## src/rtl/fifo_rr_sched_pkg.sv

```systemverilog
// fifo_rr_sched_pkg: shared scheduler state encoding.
package fifo_rr_sched_pkg;
    typedef enum logic {IDLE = 1'b0, GRANT = 1'b1} state_t;
endpackage

```

## src/rtl/fifo_rr_sched_pick.sv

```systemverilog
// rr_pick: combinational round-robin picker over a doubled request vector.
module rr_pick #(
    parameter int N = 4,
    localparam int W = $clog2(N)
) (
    input  logic [N-1:0] req,
    input  logic [W-1:0] last,
    output logic         any,
    output logic [W-1:0] grant
);
    logic [2*N-1:0] dbl;
    int k;
    always_comb begin
        dbl = {req, req};
        k = 0;
        for (int i = N - 1; i >= 0; i--) k = dbl[int'(last) + 1 + i] ? i : k;
        grant = W'((int'(last) + 1 + k) % N);
        any = |req;
    end
endmodule

```

## src/rtl/fifo_rr_sched.sv

```systemverilog
// fifo_rr_sched: round-robin burst reader sharing one consumer between NUM_Q fifos.
module fifo_rr_sched
    import fifo_rr_sched_pkg::*;
#(
    parameter int NUM_Q = 4,
    parameter int DATAW = 8,
    parameter int BURST = 4,
    localparam int QW = $clog2(NUM_Q),
    localparam int CW = $clog2(BURST) + 1
) (
    input  logic               clk,
    input  logic               rst,
    input  logic [NUM_Q-1:0]   i_fifo_empty,
    input  logic [NUM_Q*DATAW-1:0] i_fifo_data,
    output logic [NUM_Q-1:0]   o_fifo_rd_en,
    output logic [DATAW-1:0]   o_data,
    output logic [QW-1:0]      o_src,
    output logic               o_valid,
    input  logic               i_ready
);
    state_t state;
    logic [QW-1:0] cur, last, pick;
    logic [CW-1:0] cnt;
    logic any, ld, pop;
    rr_pick #(.N(NUM_Q)) u_pick (
        .req(~i_fifo_empty),
        .last(last),
        .any(any),
        .grant(pick)
    );
    always_comb begin
        ld = !o_valid || i_ready;
        pop = state == GRANT && ld && !i_fifo_empty[cur];
        o_fifo_rd_en = pop ? NUM_Q'(1) << cur : '0;
    end
    // backpressure (ld=0) holds the grant; only a pop or an empty head ends it
    always_ff @(posedge clk or posedge rst) begin
        if (rst) begin
            state <= IDLE;
            cur <= '0;
            cnt <= '0;
            last <= QW'(NUM_Q - 1);
            o_valid <= 1'b0;
            o_data <= '0;
            o_src <= '0;
        end else begin
            if (ld) o_valid <= pop;
            if (pop) begin
                o_data <= i_fifo_data[int'(cur)*DATAW +: DATAW];
                o_src <= cur;
                cnt <= cnt + 1'b1;
            end
            if (state == IDLE && any) begin
                cur <= pick;
                cnt <= '0;
                state <= GRANT;
            end
            if (state == GRANT && ld && (i_fifo_empty[cur] || cnt == CW'(BURST - 1))) begin
                last <= cur;
                state <= IDLE;
            end
        end
    end
endmodule

```

## config.mk

```make
export PLATFORM = sky130hd
export DESIGN_NAME = fifo_rr_sched
export DESIGN_NICKNAME = d
export VERILOG_FILES = /design/src/rtl/fifo_rr_sched_pkg.sv /design/src/rtl/fifo_rr_sched_pick.sv /design/src/rtl/fifo_rr_sched.sv
export SDC_FILE = /design/constraint.sdc
export NUM_CORES = 1
export LEC_CHECK = 0
export CORE_ASPECT_RATIO = 0.8
export CORE_MARGIN = 3
export CORE_UTILIZATION = 44
export CTS_BUF_LIST = sky130_fd_sc_hd__clkbuf_4 sky130_fd_sc_hd__clkbuf_8
export CTS_CLUSTER_DIAMETER = 60
export DETAILED_ROUTE_END_ITERATION = 12
export PLACE_DENSITY = 0.81
export SETUP_SLACK_MARGIN = 0.5
export SYNTH_ARGS = -nofsm -noshare
export SYNTH_HDL_FRONTEND = slang
export SYNTH_HIERARCHICAL = 1
export SYNTH_SLANG_ARGS = --single-unit
```

## constraint.sdc

```tcl
create_clock -name clk -period 5.05 [get_ports clk]
set_input_delay 0.505 -clock clk [delete_from_list [all_inputs] [get_ports clk]]
set_output_delay 0.505 -clock clk [all_outputs]
set_load 0.03 [all_outputs]
```

==> results of run 1 <==
==> cell usage after synthesis, types with 3 or more instances <==
cell	n
nand2_1	8
inv_1	10
dfrtp_1	17
mux2_4	9
nand2b_1	4
mux2i_1	3
nor2_1	7
ha_1	3
mux4_2	8
mux2_1	3
nor3_1	3
xnor2_1	3
o21ai_0	3
==> power groups by stage <==
stage	combinational, mW	clock [mW]	sequential, mW
6_report	0.662	0.113	0.343
3_5_place_dp	0.664	0	0.345
4_1_cts	0.668	0.115	0.342
3_3_place_gp	0.644	0	0.339
2_1_floorplan	0.470	0	0.367
5_1_grt	0.711	0.123	0.361
==> critical path: stages, from the launching register on <==
cell             delay [ns]
dfrtp_1                0.81
nand3_1                0.26
nor3b_1                0.23
clkdlybuf4s50_1        0.71
==> registers in the layout, indices dropped and copies added (netlist names) <==
name     cells
state        1
o_src        2
cnt          3
o_data       8
last         2
cur          2
o_valid      1
==> how the worst min path moves through the flow <==
stage                     slack, ns   endpoint       from
after global placement         0.47     cnt[0]     cnt[0]
after global routing           0.51  o_data[6]  o_data[6]
after CTS                      0.49  o_data[5]  o_data[5]
after floorplan                0.45     cnt[0]        rst
final                          0.49  o_data[5]  o_data[5]
after detailed placement       0.47  o_data[5]  o_data[5]
==> cell families (layout without fill, tap and decap cells) <==
family / count (synthesis) / in the layout / synth area share
AO/OA/AOI/OAI: 15 / 15 / 0.0922
multiplexers: 26 / 26 / 0.316
XOR/XNOR: 3 / 3 / 0.0196
flip-flops: 19 / 19 / 0.356
adder cells (fa/ha/maj): 3 / 3 / 0.0279
buffers and inverters: 16 / 67 / 0.0698
AND/OR/NAND/NOR: 30 / 30 / 0.119
==> cell type report <==
class	count	area, um^2	share of cell area
timing repair buffer	53	531	0.277
clock buffer	4	48.8	0.0255
sequential	19	478	0.250
inverter	10	37.5	0.0196
tap	38	47.5	0.0248
multi-input combinational	77	772	0.403
==> layer usage <==
layer / vias to the layer above / share of wire / GRT usage / wire length (um)
met5: - / 0 / 0 / 0
met4: 0 / 0.014 / 0.0680 / 46
met3: 5 / 0.11 / 0.0549 / 373
met2: 49 / 0.44 / 0.282 / 1460
met1: 533 / 0.43 / 0.244 / 1430
li1: 506 / - / - / -
==> qor.csv, run 1 <==
stage,metric,value,unit
sta,Min Hold Slack,0.488,ns
worst_hold_path,Hold Path Cell Cnt,1,
finish,Fillers,208,
cts,number of buffers added for setup after CTS,0,
detailed_routing,DR iter-0 viols,34,
finish,post-layout util,0.677,
power,switching share of total power,0.402,
grt,number of antenna violations at the first check in global routing,0,
critical_path,startpoint types,register,
finish,Area growth syn-to-layout,42.5,%
finish,count of inserted antenna diode cells,0,
placed_design,estimated wirelength of the detail-placed design,2510,um
power,Net Sw Power,0.449,mW
placed_design,number of placed instances with taps included,197,
finish,"most common cell after layout, fill and taps aside",clkdlybuf4s50_1,
sta,final setup violation count,0,
sta,unrepaired setup endpoints after global routing,no,
cts,Worst-Skew Late Latency,0.26,ns
synth,Synth Instances,112,
power,worst vdd rail ir drop,0.000261,V
finish,number of cells in the finished layout apart from fillers,201,
synth,share of Yosys cell area claimed by the top area cell type,0.317,
floorplan,I/O pin cnt,54,
synth,number of warning messages in the yosys log,6,
cts,post-CTS resize count,0,
synth,register bit total from synthesis,19,
grt,largest net degree at the start of global routing,20,
sta,Layout Skew,0.00229,ns
worst_hold_path,worst min-delay path class,register to register,
sta,Worst-Margin Slew,0.770,ns
critical_path,start point of the critical path,cur[1],
critical_path,WP data required,4.55,ns
cts,clock tree root buffer cell,clkbuf_8,
detailed_routing,overall routed net length,3310,um
power,combinational power share,0.592,
synth,cell type contributing the most total cell area after synthesis,dfrtp_1,
sta,summed negative setup slack over all endpoints,0,ns
floorplan,Die W,67.8,um
floorplan,total core area,2830,um^2
floorplan,number of rows in the core area,17,
cts,clock tree from TritonCTS,done,
critical_path,"critical path fanouts, max",17,
sta,final number of max-transition violations,0,
synth,Mapped Nets,154,
floorplan,die area,3760,um^2
floorplan,Die Span Y,55.4,um
synth,Synth Area per Inst,12.0,um^2
cts,CTS H-tree depth,1,
sta,share of the cycle needed by the critical path after routing,0.551,
detailed_routing,Pre-Repair DR Iteration Count,4,
power,clock share of power,0.101,
placed_design,weighted congestion reported at the end of routability-driven placement,0.809,
detailed_routing,via total after detailed routing,1093,
cts,total clock buffers created by CTS,3,
critical_path,Reg2Reg Depth,4,
cts,Longest Clk Path Bufs,2,
synth,Post-Syn Area,1340,um^2
critical_path,crit path capture type,primary output,
cts,count of hold-fix buffers inserted at cts,0,
grt,wire length of the first global-routing pass,5310,um
floorplan,starting utilization of the core area,0.475,
synth,top_reg_cell synth,dfrtp_1,
critical_path,reg-to-reg endpoint,o_data[6],
power,internal power consumption,0.668,mW
sta,relative slew slack,0.487,
critical_path,critical path type,register to primary output,
job,number of max-cap violations,0,
placed_design,worst setup slack before clock tree synthesis,2.27,ns
finish,cell area after layout,1910,um^2
detailed_routing,routed len/inst,16.4,um
cts,Worst-path clk slew,0.07,ns
power,relative contribution of sequential cells to total power,0.307,
detailed_routing,via density per instance,5.44,
critical_path,termination of the worst setup path,o_fifo_rd_en[3],
sta,FMAX,360,MHz
power,total power,1.12,mW
power,total power density per cell area,584,nW/um^2
synth,share of async-settable or async-resettable flops after synthesis,1.00,
placed_design,Buffers on Ports,53,
sta,shortest period the worst path allows,2.78,ns
synth,register area share after synthesis,0.356,
outcome,run status,"finished, final reports clean",
critical_path,data arrival time at the worst-slack endpoint,2.28,ns
synth,largest cells by area after synthesis,"dfrtp_1 (32%), mux4_2 (13%), mux2_4 (10%), dfstp_2 (3.9%), ha_1 (2.8%)",
sta,"crit path setup slack, layout",2.27,ns
critical_path,launch instance of the worst register-to-register path,cur[0],
detailed_routing,Routed Antenna Nets,0,
grt,leftover overflow at the end of global routing,0,
synth,count of unique library cells instantiated by Yosys,38,
finish,"leading cell types in the layout, fill and taps excluded","clkdlybuf4s50_1 (53), dfrtp_1 (17), inv_1 (10), mux2_4 (9)",
finish,share of cells above drive strength 1,0.196,
sta,final number of hold-violating endpoints,0,
finish,total number of nets in the final design,206,
cts,total number of clock tree sinks,19,
power,Leak,0.789,nW
detailed_routing,total DRC errors in the routed layout,0,
placed_design,area after detailed placement,1870,um^2
grt,Total GRT Usage,0.184,
synth,number of enable-type register cells in the synthesized netlist,0,
grt,via count of the first global-routing pass,1110,
critical_path,flop2flop setup slack,2.86,ns
Power figures use the tool's default switching activity.
==> run 2, diff against run 1 <==
CORE_UTILIZATION = 40   (was 44)
PLACE_DENSITY = 0.78   (was 0.81)
clock period = 2.27 ns   (was 5.05 ns; I/O delays follow)
==> run 2 against run 1 <==
Clock skew grew 0.0025 ns. Utilization decreased by 0.41 points. Non-clock buffer count grew 19. Cell area increased by 11%. Die area grew 9.0%. Sequential power increased by 96%. Register-to-register slack got worse by 2.5 ns. Via count up 6.9%. Worst setup slack worse by 1.9 ns. Count of clock-buffer cells in the layout unchanged. Critical path depth is 6 higher. Critical endpoint is now cur[1]. Largest power group unchanged.
==> qor.csv, run 2 (same netlist as run 1, synthesis figures left out) <==
stage,metric,value,unit,change
outcome,run status,"finished, final reports clean",,
worst_hold_path,worst min-delay path class,input port to asynchronous set/reset pin,,
detailed_routing,overall routed net length,3560,um,+7.7%
sta,Layout Skew,0.00483,ns,+0.00254 ns
sta,shortest period the worst path allows,1.95,ns,
finish,"leading cell types in the layout, fill and taps excluded","clkdlybuf4s50_1 (45), buf_4 (17), dfrtp_1 (16), mux2_4 (10)",,
finish,area of combinational cells with multiple inputs,838,um^2,+8.6%
detailed_routing,total DRC errors in the routed layout,0,,unchanged
sta,Min Hold Slack,0.395,ns,-0.0927 ns
cts,total number of clock tree sinks,19,,unchanged
sta,FMAX,513,MHz,
finish,max reg flops,8,,unchanged
detailed_routing,via total after detailed routing,1168,,+6.9%
detailed_routing,Pre-Repair DR Iteration Count,4,,unchanged
placed_design,estimated wirelength of the detail-placed design,2590,um,+3.1%
power,Leak,0.941,nW,+19%
finish,register containing the most flip-flops in the final layout,o_data,,
critical_path,critical path type,register to register,,
grt,leftover overflow at the end of global routing,0,,unchanged
critical_path,Reg2Reg Depth,9,,+5
power,total power density per cell area,1270,nW/um^2,+120%
finish,Area growth syn-to-layout,57.8,%,
placed_design,weighted congestion reported at the end of routability-driven placement,0.832,,+2.9%
critical_path,flop2flop setup slack,0.32,ns,-2.54 ns
finish,share of cells above drive strength 1,0.383,,+0.186
grt,number of antenna violations at the first check in global routing,0,,unchanged
critical_path,data arrival time at the worst-slack endpoint,2.09,ns,-0.19 ns
grt,wire length of the first global-routing pass,5660,um,+6.6%
finish,Fillers,234,,+13%
critical_path,reg-to-reg endpoint,cur[1],,
job,number of max-cap violations,0,,unchanged
detailed_routing,DR iter-0 viols,29,,-15%
grt,via count of the first global-routing pass,1170,,+5.4%
sta,share of the cycle needed by the critical path after routing,0.858,,
critical_path,"critical path fanouts, max",2,,-15
cts,Worst-path clk slew,0.07,ns,about the same
sta,final number of hold-violating endpoints,0,,unchanged
floorplan,I/O pin cnt,54,,unchanged
floorplan,die area,4100,um^2,+9.0%
floorplan,Die W,70.8,um,+4.4%
critical_path,startpoint types,register,,
sta,Worst-Margin Slew,0.741,ns,-0.0283 ns
cts,total clock buffers created by CTS,3,,unchanged
sta,final number of max-transition violations,0,,unchanged
placed_design,number of placed instances with taps included,210,,+6.6%
finish,area of all sequential standard cells,479,um^2,+0.26%
finish,number of cells in the finished layout apart from fillers,223,,+11%
detailed_routing,via density per instance,5.24,,-3.7%
critical_path,WP data required,2.41,ns,-2.14 ns
floorplan,total core area,3150,um^2,+11%
floorplan,number of rows in the core area,18,,+1
grt,Total GRT Usage,0.176,,-0.00778
cts,CTS H-tree depth,1,,unchanged
finish,total number of nets in the final design,226,,+9.7%
cts,clock tree root buffer cell,clkbuf_8,,
critical_path,launch instance of the worst register-to-register path,last[1],,
cts,Worst-Skew Late Latency,0.25,ns,about the same
placed_design,Buffers on Ports,53,,unchanged
grt,largest net degree at the start of global routing,20,,unchanged
power,worst vdd rail ir drop,0.000466,V,+79%
detailed_routing,routed len/inst,16.0,um,-3.0%
critical_path,crit path capture type,register,,
floorplan,Die Span Y,57.8,um,+4.3%
finish,"most common cell after layout, fill and taps aside",clkdlybuf4s50_1,,
finish,count of inserted antenna diode cells,0,,unchanged
finish,largest registers,"o_data x8, cnt x3",,
sta,final setup violation count,0,,unchanged
cts,Longest Clk Path Bufs,2,,unchanged
sta,relative slew slack,0.505,,+0.0183
floorplan,starting utilization of the core area,0.426,,-0.0488
cts,clock tree from TritonCTS,done,,
sta,unrepaired setup endpoints after global routing,yes,,
detailed_routing,Routed Antenna Nets,0,,unchanged
-- run 2: cell types whose count changed in the layout (fill, tap and decap cells not counted), moves of 2 or more --
| cell | previous run | this run |
|---|---|---|
| buf_2 | 0 | 2 |
| buf_4 | 0 | 17 |
| buf_6 | 0 | 2 |
| clkbuf_2 | 0 | 2 |
| clkdlybuf4s50_1 | 53 | 45 |
| dlymetal6s2s_1 | 0 | 3 |
| inv_1 | 10 | 8 |
| inv_2 | 0 | 2 |
-- run 2: area by class of cell --
cell class | instances | area share
multi-input combinational | 78 | 0.395
clock buffer | 4 | 0.0230
sequential | 19 | 0.226
inverter | 10 | 0.0177
timing repair buffer | 72 | 0.314
tap | 40 | 0.0236
-- run 2: repair_timing --
| action | in CTS | in global routing |
|---|---|---|
| endpoints found under the setup margin | 15 | 14 |
| gates resized for setup | 18 | 20 |
| hold buffers | 0 | 0 |
| cloned | 1 | 0 |
| hold endpoints to repair | 0 | 0 |
| pin swaps | 4 | 5 |
| setup buffers | 0 | 8 |
-- run 2: stage by stage --
step / power, mW / worst slack (ns) / setup TNS, ns / area, um^2 / util
2_1_floorplan: 1.87 / 0.294 / 0 / 1360 / -
3_3_place_gp: 2.26 / 0.0246 / 0 / 1970 / 0.624
3_5_place_dp: 2.31 / -0.0979 / -0.0979 / 1970 / 0.624
4_1_cts: 2.58 / 0.250 / 0 / 2040 / 0.646
5_1_grt: 2.88 / 0.233 / 0 / 2120 / 0.673
6_report: 2.70 / 0.321 / 0 / 2120 / 0.673
-- run 2: worst max-delay path: stages (launching register included) --
cell and delay, ns:
dfstp_2 0.57, nand2b_4 0.14, a21boi_2 0.06, o221ai_2 0.12, o21a_1 0.15, ha_2 0.18
xnor2_2 0.11, xnor2_1 0.15, xnor2_1 0.10, mux2_2 0.26
-- run 2: worst max-delay path by stage --
stage,from,endpoint,slack (ns)
2_1_floorplan,cur[1],o_fifo_rd_en[0],0.29
3_3_place_gp,i_fifo_empty[2],cur[1],0.02
3_5_place_dp,i_fifo_empty[2],cur[1],-0.1
4_1_cts,i_fifo_empty[0],cur[1],0.25
5_1_grt,last[1],cur[1],0.23
6_report,last[1],cur[1],0.32
-- run 2: report_power, final --
| group | switching [mW] | internal [mW] | leakage [nW] |
|---|---|---|---|
| Combinational | 0.804 | 0.979 | 0.695 |
| Sequential | 0.144 | 0.527 | 0.220 |
| Clock | 0.110 | 0.137 | 0.0262 |
-- run 2: metal layers --
layer  share of wire  global-route usage  wire, um  vias up
met5               0                   0         0        -
met4           0.011              0.0483        40        0
met3           0.069              0.0381       244        4
met2            0.47               0.303      1690       47
met1            0.45               0.228      1580      569
li1                -                   -         -      548
==> run 3, diff against run 2 <==
CORE_UTILIZATION = 45   (was 40)
PLACE_DENSITY = 0.83   (was 0.78)
clock period = 2.1 ns   (was 2.27 ns; I/O delays follow)
==> run 3 against run 2 <==
Clock power grew 7%. Largest cell class unchanged. Fmax shrank 4.8%. First-iteration DRC count shrank 24%. Clock skew shrank 0.0038 ns. Worst setup slack lost 0.27 ns. Largest power group unchanged. Die area shrank 10%. Count of clock-buffer cells in the layout is the same. Flip-flop and latch count is the same. Global-route usage grew 5.1 points.
==> qor.csv, run 3 (same netlist as run 1, synthesis figures left out) <==
stage,metric,value,unit,change
sta,final setup violation count,0,,unchanged
floorplan,Die W,67.1,um,-5.2%
grt,largest net degree at the start of global routing,20,,unchanged
cts,clock tree root buffer cell,clkbuf_8,,
detailed_routing,DR iter-0 viols,22,,-24%
detailed_routing,routed len/inst,18.3,um,+15%
power,Leak,0.974,nW,+3.4%
sta,"crit path setup slack, layout",0.0524,ns,-0.269 ns
cts,Worst-path clk slew,0.07,ns,about the same
critical_path,crit path buf inv count,0,,unchanged
critical_path,launch instance of the worst register-to-register path,last[1],,
sta,final number of hold-violating endpoints,0,,unchanged
cts,clock tree from TritonCTS,done,,
grt,wire length of the first global-routing pass,6040,um,+6.7%
floorplan,Die Span Y,54.9,um,-5.1%
cts,CTS H-tree depth,1,,unchanged
cts,Worst-Skew Late Latency,0.26,ns,about the same
critical_path,most frequent CP cell,xnor2_2,,
finish,count of inserted antenna diode cells,0,,unchanged
placed_design,area after detailed placement,1980,um^2,+0.89%
power,worst vdd rail ir drop,0.000848,V,+82%
grt,highest-utilization routing layer at the global route stage,met2,,
critical_path,Reg2Reg Depth,9,,unchanged
detailed_routing,Pre-Repair DR Iteration Count,4,,unchanged
sta,unrepaired setup endpoints after global routing,yes,,
detailed_routing,via density per instance,5.28,,+0.73%
critical_path,flop2flop setup slack,0.05,ns,-0.27 ns
sta,FMAX,488,MHz,-4.8%
detailed_routing,Routed Antenna Nets,0,,unchanged
grt,via count of the first global-routing pass,1226,,+4.8%
sta,final number of max-transition violations,0,,unchanged
outcome,run status,"finished, final reports clean",,
finish,cell area after layout,2220,um^2,+4.5%
finish,largest registers,"o_data x8, cnt x3",,
detailed_routing,via total after detailed routing,1166,,-0.17%
detailed_routing,overall routed net length,4050,um,+14%
sta,Layout Skew,0.00101,ns,-0.00382 ns
detailed_routing,total DRC errors in the routed layout,0,,unchanged
finish,"leading cell types in the layout, fill and taps excluded","clkdlybuf4s50_1 (43), dfrtp_1 (16), buf_4 (16), mux2_4 (12), mux4_2 (8)",,
grt,leftover overflow at the end of global routing,0,,unchanged
placed_design,Buffers on Ports,53,,unchanged
cts,total clock buffers created by CTS,3,,unchanged
job,number of max-cap violations,0,,unchanged
power,total power density per cell area,1430,nW/um^2,+12%
finish,max reg flops,8,,unchanged
critical_path,startpoint types,register,,
critical_path,crit path capture type,register,,
placed_design,estimated wirelength of the detail-placed design,2660,um,+2.9%
floorplan,die area,3680,um^2,-10%
finish,"most common cell after layout, fill and taps aside",clkdlybuf4s50_1,,
grt,Global Route met2 Usage,0.400,,+0.0972
cts,count of hold-fix buffers inserted at cts,0,,unchanged
finish,register containing the most flip-flops in the final layout,o_data,,
critical_path,cell family with most CP delay,flip-flops,,
sta,share of the cycle needed by the critical path after routing,0.975,,+0.117
floorplan,starting utilization of the core area,0.479,,+0.0524
sta,summed negative setup slack over all endpoints,0,ns,unchanged
critical_path,library cell contributing the largest single delay on the critical path,dfstp_2,,
finish,Area growth syn-to-layout,64.9,%,
sta,shortest period the worst path allows,2.05,ns,+0.0990 ns
grt,Total GRT Usage,0.227,,+0.0511
critical_path,reg-to-reg endpoint,cur[1],,
cts,total number of clock tree sinks,19,,unchanged
floorplan,number of rows in the core area,17,,-1
floorplan,total core area,2810,um^2,-11%
finish,post-layout util,0.789,,+0.117
sta,Worst-Margin Slew,0.724,ns,-0.0176 ns
critical_path,"critical path fanouts, max",3,,+1
sta,relative slew slack,0.517,,+0.0117
critical_path,cells traversed along the worst timing path,nand2b_4 > a21boi_2 > o221ai_2 > o21a_1 > ha_4 > xnor2_2 > xnor2_2 > xnor2_2 > mux2_2,,
critical_path,WP data required,2.24,ns,-0.17 ns
finish,total number of nets in the final design,226,,unchanged
placed_design,worst setup slack before clock tree synthesis,-0.371,ns,-0.273 ns
critical_path,critical path type,register to register,,
grt,number of antenna violations at the first check in global routing,0,,unchanged
grt,M1 GR Usage,0.281,,+0.0529
critical_path,delay of the slowest cell on the worst path,0.57,ns,about the same
worst_hold_path,worst min-delay path class,input port to asynchronous set/reset pin,,
grt,GR Layer Usage met3,0.0595,,+0.0214
critical_path,data arrival time at the worst-slack endpoint,2.19,ns,+0.10 ns
placed_design,weighted congestion reported at the end of routability-driven placement,0.743,,-11%
cts,Longest Clk Path Bufs,2,,unchanged
finish,share of cells above drive strength 1,0.426,,+0.0437
floorplan,I/O pin cnt,54,,unchanged
## run 3: through the flow
stage / hold slack (ns) / total power, mW / cells
final: 0.388 / 3.17 / 221
after global routing: 0.421 / 3.36 / 221
after CTS: 0.367 / 3.09 / 221
after detailed placement: 0.485 / 2.53 / 209
after global placement: 0.468 / 2.46 / 209
after floorplan: 0.160 / 2.05 / 112
## run 3: where the power goes
part           internal [mW]  total, mW  switching [mW]
sequential             0.570      0.770           0.200
clock                  0.148      0.263           0.115
combinational           1.17       2.13           0.961
total                   1.89       3.17            1.28
## run 3: area by class of cell
| class | count | area [um^2] |
|---|---|---|
| repair buffers | 72 | 686 |
| well taps | 38 | 47.5 |
| inverters | 10 | 37.5 |
| fillers | 156 | 592 |
| flip-flops and latches | 19 | 479 |
| clock buffers | 4 | 48.8 |
| multi-input cells | 78 | 917 |
## run 3: repair_timing
item	CTS	global route
gates resized for setup	34	5
setup endpoints to repair	19	21
cloned	1	0
buffers inserted	7	0
pin swaps	8	1
## run 3: layer usage
metal  vias to the layer above  share of wire
li1                        548              -
met1                       576           0.40
met2                        38           0.52
met3                         4          0.064
met4                         0         0.0084
met5                         -              0
## run 3: worst max-delay path by stage
stage,start,to,slack [ns],cells after the start
2_1_floorplan,last[1],cur[1],0.16,10
3_3_place_gp,i_fifo_empty[0],cur[1],-0.14,11
3_5_place_dp,i_fifo_empty[2],cur[1],-0.37,11
4_1_cts,last[1],cur[1],0.15,9
5_1_grt,last[1],cur[1],-0.02,9
6_report,last[1],cur[1],0.05,9
